### config.mk
export PLATFORM = sky130hd
export DESIGN_NAME = uart_alu_intf
export DESIGN_NICKNAME = d
export VERILOG_FILES = /design/src/rtl/calc_defs.sv /design/src/rtl/frame_timer.sv /design/src/rtl/uart_alu_intf.sv
export SDC_FILE = /design/constraint.sdc
export NUM_CORES = 1
export LEC_CHECK = 0
export ABC_CLOCK_PERIOD_IN_PS = 2960
export CORE_AREA = 2 2 107 109
export DETAILED_ROUTE_END_ITERATION = 7
export DIE_AREA = 0 0 109 111
export PLACE_DENSITY = 0.52
export SYNTH_ARGS = -nofsm -noshare
export SYNTH_HDL_FRONTEND = slang
export SYNTH_SLANG_ARGS = --single-unit
export TNS_END_PERCENT = 10
### constraint.sdc
create_clock -name clk -period 2.96 [get_ports clk]
set_input_delay 0.296 -clock clk [delete_from_list [all_inputs] [get_ports clk]]
set_output_delay 0.296 -clock clk [all_outputs]
set_load 0.05 [all_outputs]
### src/rtl/calc_defs.sv
// rtl/calc_defs.sv - shared FSM states and ALU opcode constants for the calculator datapath
package calc_defs;

    typedef enum logic [2:0] {
        GET_A  = 3'd0,
        GET_B  = 3'd1,
        GET_OP = 3'd2,
        EXEC   = 3'd3,
        SEND   = 3'd4
    } state_t;

    // Opcode values are also decoded by the external ALU; keep the two in step.
    localparam logic [5:0] OP_ADD = 6'h20;
    localparam logic [5:0] OP_SUB = 6'h22;
    localparam logic [5:0] OP_AND = 6'h24;
    localparam logic [5:0] OP_OR  = 6'h25;
    localparam logic [5:0] OP_XOR = 6'h26;
    localparam logic [5:0] OP_NOR = 6'h27;
    localparam logic [5:0] OP_SRA = 6'h03;
    localparam logic [5:0] OP_SRL = 6'h02;

endpackage

### src/rtl/frame_timer.sv
// rtl/frame_timer.sv - inter-byte idle counter that flags an abandoned frame
module frame_timer #(
    parameter int TIMEOUT_CYC = 50000000
) (
    input  logic clk,
    input  logic reset,
    input  logic clear_i,
    input  logic en_i,
    output logic expire_o
);

    localparam int W = (TIMEOUT_CYC > 2) ? $clog2(TIMEOUT_CYC) : 1;
    localparam logic [W-1:0] LAST = W'(TIMEOUT_CYC - 1);

    logic [W-1:0] cnt_q;

    assign expire_o = en_i && (cnt_q == LAST);

    // Restart after expiry so the count never wraps inside its width.
    always_ff @(posedge clk or negedge reset) begin
        if (!reset) begin
            cnt_q <= '0;
        end else if (clear_i || expire_o) begin
            cnt_q <= '0;
        end else if (en_i) begin
            cnt_q <= cnt_q + 1'b1;
        end
    end

endmodule

### src/rtl/uart_alu_intf.sv
// rtl/uart_alu_intf.sv - pops A/B/opcode frames from the uart RX FIFO, pushes ALU results to TX
module uart_alu_intf
    import calc_defs::*;
#(
    parameter int DBIT        = 8,
    parameter int OP_W        = 6,
    parameter int TIMEOUT_CYC = 50000000
) (
    input  logic            clk,
    input  logic            reset,
    input  logic            rx_empty,
    input  logic [DBIT-1:0] r_data,
    output logic            rd_uart,
    input  logic            tx_full,
    output logic            wr_uart,
    output logic [DBIT-1:0] w_data,
    output logic [DBIT-1:0] alu_a,
    output logic [DBIT-1:0] alu_b,
    output logic [OP_W-1:0] alu_op,
    input  logic [DBIT-1:0] alu_result,
    output logic            done_tick,
    output logic            frame_err
);

    state_t          state_q;
    logic [DBIT-1:0] a_q, b_q, res_q;
    logic [OP_W-1:0] op_q;
    logic            in_get, timing, timeout;

    assign in_get  = (state_q == GET_A) || (state_q == GET_B) || (state_q == GET_OP);
    // Gated by reset so no strobe leaks out while the block is held in reset.
    assign rd_uart = reset & in_get & ~rx_empty;
    assign wr_uart = (state_q == SEND) & ~tx_full;
    assign timing  = ((state_q == GET_B) || (state_q == GET_OP)) & rx_empty;

    assign done_tick = wr_uart;
    assign frame_err = timeout;
    assign w_data    = res_q;
    assign alu_a     = a_q;
    assign alu_b     = b_q;
    assign alu_op    = op_q;

    frame_timer #(.TIMEOUT_CYC(TIMEOUT_CYC)) u_frame_timer (
        .clk      (clk),
        .reset    (reset),
        .clear_i  (~timing),
        .en_i     (timing),
        .expire_o (timeout)
    );

    always_ff @(posedge clk or negedge reset) begin
        if (!reset) begin
            state_q <= GET_A;
            a_q     <= '0;
            b_q     <= '0;
            op_q    <= '0;
            res_q   <= '0;
        end else begin
            case (state_q)
                GET_A: if (!rx_empty) begin
                    a_q     <= r_data;
                    state_q <= GET_B;
                end
                GET_B: if (!rx_empty) begin
                    b_q     <= r_data;
                    state_q <= GET_OP;
                end else if (timeout) begin
                    state_q <= GET_A;
                end
                GET_OP: if (!rx_empty) begin
                    op_q    <= r_data[OP_W-1:0];
                    state_q <= EXEC;
                end else if (timeout) begin
                    state_q <= GET_A;
                end
                EXEC: begin
                    res_q   <= alu_result;
                    state_q <= SEND;
                end
                SEND: if (!tx_full) begin
                    state_q <= GET_A;
                end
                default: state_q <= GET_A;
            endcase
        end
    end

endmodule
==> results of run 1 <==
[synthesized netlist by cell type]
library cell and number:
sky130_fd_sc_hd__buf_4 1, sky130_fd_sc_hd__xor2_1 7, sky130_fd_sc_hd__nand4_1 6, sky130_fd_sc_hd__or2_1 1, sky130_fd_sc_hd__nand3_1 9, sky130_fd_sc_hd__buf_6 1, sky130_fd_sc_hd__nor2_1 20, sky130_fd_sc_hd__or4_4 1
sky130_fd_sc_hd__nor4b_1 2, sky130_fd_sc_hd__and3_1 1, sky130_fd_sc_hd__inv_1 4, sky130_fd_sc_hd__or4_1 11, sky130_fd_sc_hd__o21bai_4 1, sky130_fd_sc_hd__ha_1 1, sky130_fd_sc_hd__nand3_2 2, sky130_fd_sc_hd__nand3b_1 2
sky130_fd_sc_hd__or2_2 1, sky130_fd_sc_hd__dfrtp_1 59, sky130_fd_sc_hd__clkbuf_1 3, sky130_fd_sc_hd__nor4_1 1, sky130_fd_sc_hd__mux2_2 30, sky130_fd_sc_hd__o31ai_1 9, sky130_fd_sc_hd__or3_1 5, sky130_fd_sc_hd__nand4_2 1
sky130_fd_sc_hd__and4_1 3, sky130_fd_sc_hd__o41ai_1 2, sky130_fd_sc_hd__o21ai_0 4, sky130_fd_sc_hd__nor4b_2 1, sky130_fd_sc_hd__a21oi_1 14, sky130_fd_sc_hd__xnor2_1 5, sky130_fd_sc_hd__nand2_1 13, sky130_fd_sc_hd__nor3_1 4
sky130_fd_sc_hd__buf_2 5
[power by group]
group | leakage, nW | internal (mW) | switching, mW
logic | 0.498 | 0.663 | 1.11
clock network | 0.160 | 0.743 | 0.386
registers | 0.754 | 1.05 | 0.161
[flip-flops by register name, summed over array words and instances (netlist names)]
signal	cells
u_frame_timer.cnt_q	26
alu_a	8
alu_b	8
w_data	8
alu_op	6
state_q	3
[layer usage]
layer	global-route usage (%)	part of all wire, %
met1	13.46	44
met2	16.94	49
met3	3.998	4.7
met4	4.359	1.8
met5	0	0
[worst max-delay path: stages (launching register included)]
cell,delay (ns)
sky130_fd_sc_hd__dfrtp_1,0.41
sky130_fd_sc_hd__ha_1,0.30
sky130_fd_sc_hd__nand2_1,0.12
sky130_fd_sc_hd__or4_1,0.63
sky130_fd_sc_hd__nor3_1,0.37
sky130_fd_sc_hd__buf_12,0.19
[final timing paths]
check,start,to,slack (ns),depth (start not counted)
max in group asynchronous,reset,w_data[7],2.24,2
hold / removal,reset,u_frame_timer.cnt_q[6],0.20,2
setup / recovery,u_frame_timer.cnt_q[0],frame_err,0.33,5
setup reg to reg,u_frame_timer.cnt_q[0],u_frame_timer.cnt_q[8],0.69,5
hold reg to reg,w_data[7],w_data[7],0.50,1
min in group clk,w_data[7],w_data[7],0.50,1
[cell type report]
class,count,area [um^2],area share (%)
tap,143,178.9,4.846
inverter,4,15.01,0.4066
timing repair buffer,56,558.0,15.11
clock buffer,9,225.2,6.100
sequential,59,1476,39.99
multi-input combinational,157,1139,30.84
clock inverter,7,100.1,2.711
[cells by family after synthesis]
kind of cell	count (synthesis)	synth area share, %
adders and majority gates	1	0.4670
and+or+nand+nor	84	18.03
xor gates and xnor gates	12	3.923
AOI/OAI and AO/OA	30	7.240
DFF	59	55.11
muxes	30	12.61
buffers and inverters	14	2.615
==> parameters.txt, run 1 <==
Parameter                              Value

Timing
  Slew at the pin closest to its max-slew limit    around 0.77 ns
  Post-layout min period    2.628 ns
  Fin crit share    88.80%
  Total of endpoints with negative setup slack in the final report    0
  Peak clock frequency supported by timing    0.3805 GHz
  Setup repair after global routing missed its margin    no
  Fin. Hold Viols    0
  Fin. max-slew vios    0
  Worst path setup slack after routing    0.3316 ns
  Post-route worst hold slack    0.2030 ns
  Clock Skews    0.007239 ns
  Summed negative setup slack over all endpoints    0 ns
  Relative slew slack    between 40 and 50%

CTS
  H-tree level count    3
  Clock sink count    59
  Maximum clock insertion buffer count    2
  Clk slew on worst S/H paths    0.06 ns
  TritonCTS clock tree    built
  # resized after CTS    0
  Clock network latency to the later pin of the worst-skew pair    0.33 ns
  CTS root buf    sky130_fd_sc_hd__clkbuf_16
  Cts-stage hold buffer count    0
  Number of buffers inserted by post-CTS setup repair    0
  Number of buffers added by the clock tree synthesis step    9

Floorplan
  Die footprint    0.01210 mm^2
  Core outline area    0.01108 mm^2
  Initial core utilization    24.18%
  Y dimension of the die    roughly 110 um
  Number of placed I/O pins    54
  Horizontal extent of the die    109 um
  Number of placement rows    39

Yosys
  Portion of synthesized cell area occupied by the leading cell type    55.11%
  Syn Inst Count    between 200 and 250
  Cell types occupying the most area after synthesis    sky130_fd_sc_hd__dfrtp_1 (55%), sky130_fd_sc_hd__mux2_2 (13%), sky130_fd_sc_hd__or4_1 (3.1%)
  Netlist cell types    33
  Proportion of synthesized chip area in sequential cells    55.11%
  Post-synthesis instance area    0.002679 mm^2
  Nets in the synthesized netlist    251
  Avg Synthesized Cell Area    between 10 and 15 um^2
  Number of flip-flops and latches in the synthesized netlist    59
  Total number of yosys warnings    0
  Post-synth top area cell    sky130_fd_sc_hd__dfrtp_1

Detailed routing
  Post-detailed-route wirelength per cell    around 14 um
  Count of TritonRoute iterations in the first routing pass    4
  WL final    around 6000 um
  Total via count in the routed design    ~2k
  Post-route antenna net violation count    0
  First-iteration detailed-routing DRC count    105
  Avg Vias per Cell    ~4.6
  Total DRC errors in the routed layout    0

Cells and area
  Commonest cells after routing, fill and taps aside    sky130_fd_sc_hd__dfrtp_1 (59), sky130_fd_sc_hd__clkdlybuf4s50_1 (51), sky130_fd_sc_hd__mux2_2 (30)
  Finished layout cell area    0.003692 mm^2
  Utilization after layout    33.33%
  Most frequent standard cell in the layout excluding fill and tap cells    sky130_fd_sc_hd__dfrtp_1
  Number of inserted diodes    0
  Number of fill cells    ~1.1k
  Layout-stage area growth over the synthesis result    37.83%
  Proportion of layout cells with a drive suffix above 1    between 20% and 30%
  Non-Filler Instances    roughly 440
  Number of nets in the finished design    308

Outcome
  Status    finished, final reports clean

Power
  Power Dens Cells    1113 mW/mm^2
  Largest vdd supply drop    0.7201 mV
  Overall power    a little over 4 mW
  Leakage Power    1.413 nW

Placement
  Worst slack at placement    0.6720 ns
  Number of buffers inserted by port buffering    53
  Placed Cells    between 400 and 500
  Instance area after placement    0.003367 mm^2
  Last weighted congestion value of the routability-driven placer    0.7131
  DP HPWL    3980 um

Global route
  Aggregate global routing overflow    0
  First-pass GRT wire length    10100 um
  Pin count of the biggest net entering global routing    60
  Number of antenna violations at the first check in global routing    0
  Total routing resource utilization after global routing    between 10 and 15%
  Via count of the first global-routing pass    approximately 2.0k

Critical path
  Setup Crit Path Kind    reg -> out
  Required time reported for the critical path endpoint    2.66 ns
  Largest fanout of any net on the critical path    6
  Worst Setup Start Kind    flip-flop
  CP Capture Type    primary output
  Critical Path AT    2.33 ns

Min path
  Worst hold path class    in -> async

Run
  Max-capacitance violation count    0
Power figures use the tool's default switching activity.
==> run 2: changes to the inputs <==
--- a/config.mk
+++ b/config.mk
@@ -5,10 +5,11 @@
 export SDC_FILE = /design/constraint.sdc
 export NUM_CORES = 1
 export LEC_CHECK = 0
+export ABC_AREA = 1
 export ABC_CLOCK_PERIOD_IN_PS = 2960
-export CORE_AREA = 2 2 107 109
+export CORE_AREA = 2 2 110 112
 export DETAILED_ROUTE_END_ITERATION = 7
-export DIE_AREA = 0 0 109 111
+export DIE_AREA = 0 0 112 114
 export PLACE_DENSITY = 0.52
 export SYNTH_ARGS = -nofsm -noshare
 export SYNTH_HDL_FRONTEND = slang
==> run 2 against run 1 <==
Sequential share of layout area decreased by 1.1 points. Die area rose by 5.5%. Wire length grew 16%. Global-route usage rose by 0.80 points. Combinational power shrank 9.6%. Clock skew up 0.00070 ns. Register-to-register slack gained 0.58 ns. Critical path type unchanged.
==> parameters.txt, run 2 <==
Parameter                              Value

Detailed routing
  Total DRC errors in the routed layout    0 (unchanged)
  First-iteration detailed-routing DRC count    99 (was 105)
  Total via count in the routed design    2317 (was 2010)
  Highest layer used for signal routing    met4 (unchanged)
  DR WL met2    3177 um (was 2922 um)
  Post-route antenna net violation count    0 (unchanged)
  Post-detailed-route wirelength per cell    12.50 um (was 13.65 um)
  Total length of routed met3 wires    525 um (was 279 um)
  Wire length the detailed router placed on met1    3132 um (was 2626 um)
  WL final    6864 um (was 5936 um)
  Count of TritonRoute iterations in the first routing pass    5 (was 4)
  Avg Vias per Cell    4.220 (was 4.621)

CTS
  TritonCTS clock tree    built (unchanged)
  CTS root buf    sky130_fd_sc_hd__clkbuf_16 (unchanged)
  # resized after CTS    0 (unchanged)
  H-tree level count    3 (unchanged)
  Number of buffers added by the clock tree synthesis step    9 (unchanged)
  Clock sink count    59 (unchanged)
  Clock network latency to the later pin of the worst-skew pair    0.32 ns (was 0.33 ns)
  Maximum clock insertion buffer count    2 (unchanged)
  Clk slew on worst S/H paths    0.05 ns (was 0.06 ns)
  Number of buffers inserted by post-CTS setup repair    0 (unchanged)
  Cts-stage hold buffer count    0 (unchanged)

Timing
  Fin. max-slew vios    0 (unchanged)
  Peak clock frequency supported by timing    0.4000 GHz (was 0.3805 GHz)
  Post-layout min period    2.500 ns (was 2.628 ns)
  Total of endpoints with negative setup slack in the final report    0 (unchanged)
  Relative slew slack    49.31% (was 48.83%)
  Post-route worst hold slack    0.2017 ns (was 0.2030 ns)
  Slew at the pin closest to its max-slew limit    0.7603 ns (was 0.7675 ns)
  Summed negative setup slack over all endpoints    0 ns (unchanged)
  Setup repair after global routing missed its margin    no (unchanged)
  Fin. Hold Viols    0 (unchanged)
  Clock Skews    0.007939 ns (was 0.007239 ns)
  Fin crit share    84.46% (was 88.80%)

Yosys
  Portion of synthesized cell area occupied by the leading cell type    52.24% (was 55.11%)
  Proportion of synthesized chip area in sequential cells    52.24% (was 55.11%)
  Cell types with the highest counts after synthesis    sky130_fd_sc_hd__nand2_1 (88), sky130_fd_sc_hd__nor2_1 (65), sky130_fd_sc_hd__dfrtp_1 (59) (was sky130_fd_sc_hd__dfrtp_1 (59), sky130_fd_sc_hd__mux2_2 (30), sky130_fd_sc_hd__nor2_1 (20))
  Cell with the most instances after synthesis    sky130_fd_sc_hd__nand2_1 (was sky130_fd_sc_hd__dfrtp_1)
  Nets in the synthesized netlist    359 (was 251)
  Avg Synthesized Cell Area    8.362 um^2 (was 11.65 um^2)
  Total number of yosys warnings    0 (unchanged)
  Number of synthesized flops with an enable pin    0 (unchanged)
  Post-synthesis instance area    0.002826 mm^2 (was 0.002679 mm^2)
  Dominant register cell in the synthesized netlist    sky130_fd_sc_hd__dfrtp_1 (unchanged)
  Number of flip-flops and latches in the synthesized netlist    59 (unchanged)
  Syn Inst Count    338 (was 230)
  Cell types occupying the most area after synthesis    sky130_fd_sc_hd__dfrtp_1 (52%), sky130_fd_sc_hd__nand2_1 (12%), sky130_fd_sc_hd__nor2_1 (8.6%) (was sky130_fd_sc_hd__dfrtp_1 (55%), sky130_fd_sc_hd__mux2_2 (13%), sky130_fd_sc_hd__or4_1 (3.1%))
  Post-synth top area cell    sky130_fd_sc_hd__dfrtp_1 (unchanged)
  Netlist cell types    27 (was 33)
  Fraction of registers with async set or reset after synthesis    100.0% (unchanged)

Floorplan
  Y dimension of the die    114 um (was 111 um)
  Horizontal extent of the die    112 um (was 109 um)
  Number of placed I/O pins    54 (unchanged)
  Initial core utilization    24.13% (was 24.18%)
  Number of placement rows    40 (was 39)
  Die footprint    0.01277 mm^2 (was 0.01210 mm^2)
  Core outline area    0.01171 mm^2 (was 0.01108 mm^2)

Global route
  Pin count of the biggest net entering global routing    60 (unchanged)
  First-pass GRT wire length    11870 um (was 10100 um)
  Number of antenna violations at the first check in global routing    0 (unchanged)
  Via count of the first global-routing pass    2398 (was 2024)
  Aggregate global routing overflow    0 (unchanged)
  Total routing resource utilization after global routing    11.65% (was 10.85%)

Critical path
  Setup Crit Path Kind    reg -> out (unchanged)
  Required time reported for the critical path endpoint    2.66 ns (about the same)
  CP Capture Type    primary output (unchanged)
  Critical Path AT    2.20 ns (was 2.33 ns)
  Largest fanout of any net on the critical path    6 (unchanged)
  Worst Setup Start Kind    flip-flop (unchanged)

Power
  Switching power    1.606 mW (was 1.652 mW)
  Leakage Power    1.592 nW (was 1.413 nW)
  Part of the power in combinational logic    42.1% (was 43.0%)
  Fraction of power consumed by the clock network    27.0% (was 27.5%)
  Relative contribution of sequential cells to total power    30.8% (was 29.5%)
  Int Pwr    2.191 mW (was 2.456 mW)
  Power Dens Cells    999.8 mW/mm^2 (was 1113 mW/mm^2)
  Largest vdd supply drop    0.7356 mV (was 0.7201 mV)
  Switching power share of the total    42.29% (was 40.22%)

Cells and area
  Proportion of layout cells with a drive suffix above 1    9.950% (was 20.21%)
  Number of inserted diodes    0 (unchanged)
  Most frequent standard cell in the layout excluding fill and tap cells    sky130_fd_sc_hd__nand2_1 (was sky130_fd_sc_hd__dfrtp_1)
  Layout-stage area growth over the synthesis result    34.35% (was 37.83%)
  Most flops, register    u_frame_timer.cnt_q (unchanged)
  Number of nets in the finished design    418 (was 308)
  Commonest cells after routing, fill and taps aside    sky130_fd_sc_hd__nand2_1 (88), sky130_fd_sc_hd__nor2_1 (65), sky130_fd_sc_hd__dfrtp_1 (59) (was sky130_fd_sc_hd__dfrtp_1 (59), sky130_fd_sc_hd__clkdlybuf4s50_1 (51), sky130_fd_sc_hd__mux2_2 (30))
  Number of flip-flops in the largest register    26 (unchanged)
  Utilization after layout    32.43% (was 33.33%)

Placement
  Last weighted congestion value of the routability-driven placer    0.8584 (was 0.7131)
  DP HPWL    4979 um (was 3980 um)
  Number of buffers inserted by port buffering    53 (unchanged)

Run
  Max-capacitance violation count    0 (unchanged)

Min path
  Worst hold path class    in -> async (unchanged)

Outcome
  Status    finished, final reports clean (unchanged)
run 2: cell types whose count changed after synthesis, sizes merged, moves of 7 or more:
cell,delta
nor2,+50
o31ai,-8
nand4,-7
o21ai,+19
a21oi,-9
mux2,-22
or4,-12
nand2,+78
inv,+31
run 2: power groups by stage:
stage | registers, mW | clock network [mW] | logic (mW)
after floorplan | 1.85 | 0 | 0.407
after global placement | 1.18 | 0 | 1.61
after detailed placement | 1.18 | 0 | 1.62
after CTS | 1.17 | 1.06 | 1.62
after global routing | 1.20 | 1.11 | 1.71
final | 1.17 | 1.03 | 1.60
run 2: layer usage:
layer	track usage, %	vias to the layer above
li1	-	1172
met1	14.25	1078
met2	19.47	63
met3	4.410	4
met4	3.089	0
met5	0	-
run 2: logic make-up (layout without fill, tap and decap cells):
group | count (synthesis) | after routing | synth area share (%)
AOI/OAI and AO/OA | 31 | 31 | 6.286
xor gates and xnor gates | 13 | 13 | 4.028
adders and majority gates | 1 | 1 | 0.4426
buffers and inverters | 41 | 105 | 6.153
DFF | 59 | 59 | 52.24
muxes | 8 | 8 | 3.187
and+or+nand+nor | 185 | 185 | 27.67
run 2: path summary, 6_finish.rpt:
check	slack [ns]	end	from	depth (start not counted)
max in group asynchronous	2.24	u_frame_timer.cnt_q[20]	reset	2
worst min register to register	0.48	alu_a[3]	alu_a[3]	2
worst max register to register	1.27	u_frame_timer.cnt_q[17]	u_frame_timer.cnt_q[0]	8
worst min-delay path	0.20	u_frame_timer.cnt_q[23]	reset	2
worst max-delay path	0.46	done_tick	state_q[1]	4
min in group clk	0.48	alu_a[3]	alu_a[3]	2
run 2: final cells by class:
class,instances,area (um^2)
clock buffers,9,225.2
clock inverters,7,68.82
multi-input cells,238,1176
flip-flops and latches,59,1476
well taps,147,183.9
fillers,1278,7914
repair buffers,54,535.5
inverters,35,131.4
run 2: critical path, cell delays in order (launching register included):
cell	delay [ns]
sky130_fd_sc_hd__dfrtp_1	0.44
sky130_fd_sc_hd__nor2_1	0.20
sky130_fd_sc_hd__inv_1	0.09
sky130_fd_sc_hd__nor3_1	0.28
sky130_fd_sc_hd__clkdlybuf4s50_1	0.87
run 2: stage by stage:
step	total power [mW]	area [um^2]	setup slack [ns]	std cells
floorplan	2.253	2826	0.5479	338
global placement	2.789	3501	0.5279	533
detailed placement	2.796	3501	0.5067	533
CTS	3.853	3795	0.1631	549
global route	4.016	3797	0.3623	549
finish	3.797	3797	0.4600	549
==> run 3: changes to the inputs <==
--- a/config.mk
+++ b/config.mk
@@ -6,11 +6,11 @@
 export NUM_CORES = 1
 export LEC_CHECK = 0
 export ABC_AREA = 1
-export ABC_CLOCK_PERIOD_IN_PS = 2960
+export ABC_CLOCK_PERIOD_IN_PS = 2100
 export CORE_AREA = 2 2 110 112
 export DETAILED_ROUTE_END_ITERATION = 7
 export DIE_AREA = 0 0 112 114
-export PLACE_DENSITY = 0.52
+export PLACE_DENSITY = 0.53
 export SYNTH_ARGS = -nofsm -noshare
 export SYNTH_HDL_FRONTEND = slang
 export SYNTH_SLANG_ARGS = --single-unit
==> constraint.sdc (replaced) <==
create_clock -name clk -period 2.1 [get_ports clk]
set_input_delay 0.21 -clock clk [delete_from_list [all_inputs] [get_ports clk]]
set_output_delay 0.21 -clock clk [all_outputs]
set_load 0.05 [all_outputs]
==> run 3 against run 2 <==
Final cell count up 0.55%. Count of clock-buffer cells in the layout did not move. Non-clock buffer count up 3. Critical path depth is 2 higher. Wire length up 0.82%. Flip-flop and latch count unchanged. Critical path type unchanged.
==> parameters.txt, run 3 (synthesis results as in run 2) <==
Parameter                              Value

Critical path
  Setup Crit Path Kind    reg -> out (unchanged)
  Startpoint of the most critical register-to-register path    u_frame_timer.cnt_q[1] (was u_frame_timer.cnt_q[0])
  Required time reported for the critical path endpoint    1.89 ns (was 2.66 ns)
  Worst r2r dst    u_frame_timer.cnt_q[4] (was u_frame_timer.cnt_q[17])
  Largest fanout of any net on the critical path    5 (was 6)
  Number of cells traversed by the worst register-to-register path    8 (unchanged)
  CP Capture Type    primary output (unchanged)
  Critical Path AT    1.72 ns (was 2.20 ns)
  CP max-delay cell    sky130_fd_sc_hd__dfrtp_1 (was sky130_fd_sc_hd__clkdlybuf4s50_1)
  Setup slack on the worst flop-to-flop path    0.54 ns (was 1.27 ns)
  Worst path bufs/invs    3 (was 2)
  Longest individual stage delay on the worst path    0.40 ns (was 0.87 ns)
  Worst Setup Start Kind    flip-flop (unchanged)
  Gate family responsible for the most delay along the worst path    buffers and inverters (unchanged)
  Critical Path, Cell by Cell    inv_1, nand3b_1, a21oi_4, nand3_1, inv_2, buf_12 (was nor2_1, inv_1, nor3_1, clkdlybuf4s50_1)

Cells and area
  Proportion of layout cells with a drive suffix above 1    12.10% (was 9.950%)
  Number of nets in the finished design    421 (was 418)
  Commonest cells after routing, fill and taps aside    sky130_fd_sc_hd__nand2_1 (88), sky130_fd_sc_hd__nor2_1 (65), sky130_fd_sc_hd__dfrtp_1 (59) (unchanged)
  Non-Filler Instances    552 (was 549)
  Utilization after layout    32.88% (was 32.43%)
  Number of flip-flops in the largest register    26 (unchanged)
  Layout-stage area growth over the synthesis result    36.25% (was 34.35%)
  Most flops, register    u_frame_timer.cnt_q (unchanged)
  Number of inserted diodes    0 (unchanged)
  Most frequent standard cell in the layout excluding fill and tap cells    sky130_fd_sc_hd__nand2_1 (unchanged)

Power
  Overall power    5.456 mW (was 3.797 mW)
  Leakage Power    1.592 nW (about the same)
  Largest vdd supply drop    0.7468 mV (was 0.7356 mV)
  Power Dens Cells    1417 mW/mm^2 (was 999.8 mW/mm^2)

Timing
  Total of endpoints with negative setup slack in the final report    0 (unchanged)
  Fin crit share    between 90% and 100%
  Fin. Hold Viols    0 (unchanged)
  Setup repair after global routing missed its margin    no (unchanged)
  Fin. max-slew vios    0 (unchanged)
  Summed negative setup slack over all endpoints    0 ns (unchanged)
  Peak clock frequency supported by timing    roughly 0.52 GHz
  Clock Skews    0.007868 ns (was 0.007939 ns)
  Relative slew slack    48.70% (was 49.31%)
  Post-layout min period    1.934 ns
  Post-route worst hold slack    0.09713 ns (was 0.2017 ns)
  Slew at the pin closest to its max-slew limit    0.7695 ns (was 0.7603 ns)

Placement
  DP HPWL    4973 um (was 4979 um)
  Last weighted congestion value of the routability-driven placer    0.8614 (was 0.8584)
  Number of buffers inserted by port buffering    53 (unchanged)
  Placed Cells    535 (was 533)

CTS
  Clk slew on worst S/H paths    0.06 ns (was 0.05 ns)
  TritonCTS clock tree    built (unchanged)
  Number of buffers added by the clock tree synthesis step    9 (unchanged)
  CTS root buf    sky130_fd_sc_hd__clkbuf_16 (unchanged)
  Clock network latency to the later pin of the worst-skew pair    0.33 ns (was 0.32 ns)
  Clock sink count    59 (unchanged)
  H-tree level count    3 (unchanged)
  Cts-stage hold buffer count    0 (unchanged)
  Maximum clock insertion buffer count    2 (unchanged)

Detailed routing
  First-iteration detailed-routing DRC count    82 (was 99)
  Total DRC errors in the routed layout    0 (unchanged)
  Avg Vias per Cell    4.272 (was 4.220)
  WL final    6920 um (was 6864 um)
  Post-detailed-route wirelength per cell    12.54 um (was 12.50 um)
  Count of TritonRoute iterations in the first routing pass    4 (was 5)
  Total via count in the routed design    2358 (was 2317)
  Post-route antenna net violation count    0 (unchanged)

Global route
  Total routing resource utilization after global routing    11.66% (was 11.65%)
  Number of antenna violations at the first check in global routing    0 (unchanged)
  Aggregate global routing overflow    0 (unchanged)
  Pin count of the biggest net entering global routing    60 (unchanged)
  Via count of the first global-routing pass    2438 (was 2398)
  First-pass GRT wire length    11800 um (was 11870 um)

Floorplan
  Horizontal extent of the die    112 um (unchanged)
  Number of placement rows    40 (unchanged)
  Y dimension of the die    114 um (unchanged)
  Initial core utilization    24.13% (unchanged)
  Number of placed I/O pins    54 (unchanged)
  Die footprint    0.01277 mm^2 (unchanged)
  Core outline area    0.01171 mm^2 (unchanged)

Run
  Max-capacitance violation count    0 (unchanged)

Outcome
  Status    finished, final reports clean (unchanged)

Min path
  Worst hold path class    in -> async (unchanged)
-- run 3: cell count changes in the layout (fill, tap and decap cells not counted) --
| cell | delta |
|---|---|
| sky130_fd_sc_hd__inv_2 | +1 |
| sky130_fd_sc_hd__buf_4 | +5 |
| sky130_fd_sc_hd__nor2_2 | -1 |
| sky130_fd_sc_hd__clkinvlp_4 | +2 |
| sky130_fd_sc_hd__clkinv_2 | -3 |
| sky130_fd_sc_hd__inv_6 | +1 |
| sky130_fd_sc_hd__dlymetal6s2s_1 | -1 |
| sky130_fd_sc_hd__clkdlybuf4s50_1 | -3 |
| sky130_fd_sc_hd__nor3_2 | +1 |
| sky130_fd_sc_hd__nor2_4 | +1 |
| sky130_fd_sc_hd__nor3_1 | -1 |
| sky130_fd_sc_hd__inv_1 | -1 |
| sky130_fd_sc_hd__buf_12 | +2 |
-- run 3: layout make-up --
class	instances	area [um^2]
clock buffers	9	225.2
clock inverters	7	77.57
fillers	1269	7860
inverters	35	131.4
multi-input cells	238	1186
flip-flops and latches	59	1476
well taps	147	183.9
repair buffers	57	570.5
-- run 3: power breakdown --
group | switching [mW] | internal, mW
registers | 0.190 | 1.45
logic | 1.56 | 0.758
clock network | 0.576 | 0.924
total | 2.32 | 3.13
-- run 3: routing by layer --
| metal | part of all wire [%] | GRT usage (%) | wire (um) |
|---|---|---|---|
| met1 | 47 | 14.87 | 3279 |
| met2 | 43 | 17.54 | 2996 |
| met3 | 7.9 | 4.782 | 545 |
| met4 | 1.4 | 4.959 | 99 |
| met5 | 0 | 0 | 0 |
-- run 3: worst max-delay path by stage --
stage,startpoint,endpoint,slack (ns),cells past startpoint
CTS,u_frame_timer.cnt_q[1],frame_err,0.08,8
detailed placement,u_frame_timer.cnt_q[0],frame_err,0.37,8
global route,state_q[1],frame_err,0.03,6
global placement,u_frame_timer.cnt_q[0],frame_err,0.40,8
finish,state_q[2],frame_err,0.17,6
floorplan,state_q[1],wr_uart,0.27,4
-- run 3: repair_timing --
action	in CTS	in global routing
gates resized for setup	0	2
setup buffers	1	0
endpoints found under the setup margin	1	1
-- run 3: worst register-to-register path, cell delays in order (launching register included) --
cell and delay, ns:
sky130_fd_sc_hd__dfrtp_1 0.36, sky130_fd_sc_hd__ha_1 0.20, sky130_fd_sc_hd__nand2_2 0.09, sky130_fd_sc_hd__nor2_4 0.13, sky130_fd_sc_hd__nand2_1 0.08, sky130_fd_sc_hd__nor2_2 0.12
sky130_fd_sc_hd__nand2_2 0.10, sky130_fd_sc_hd__nand2_4 0.26, sky130_fd_sc_hd__nor3b_1 0.10
-- run 3: per-stage QoR --
| step | cell area [um^2] | worst slack [ns] |
|---|---|---|
| after floorplan | 2831 | 0.2679 |
| after global placement | 3536 | 0.4012 |
| after detailed placement | 3536 | 0.3673 |
| after CTS | 3846 | 0.08393 |
| after global routing | 3851 | 0.03176 |
| final | 3851 | 0.1656 |
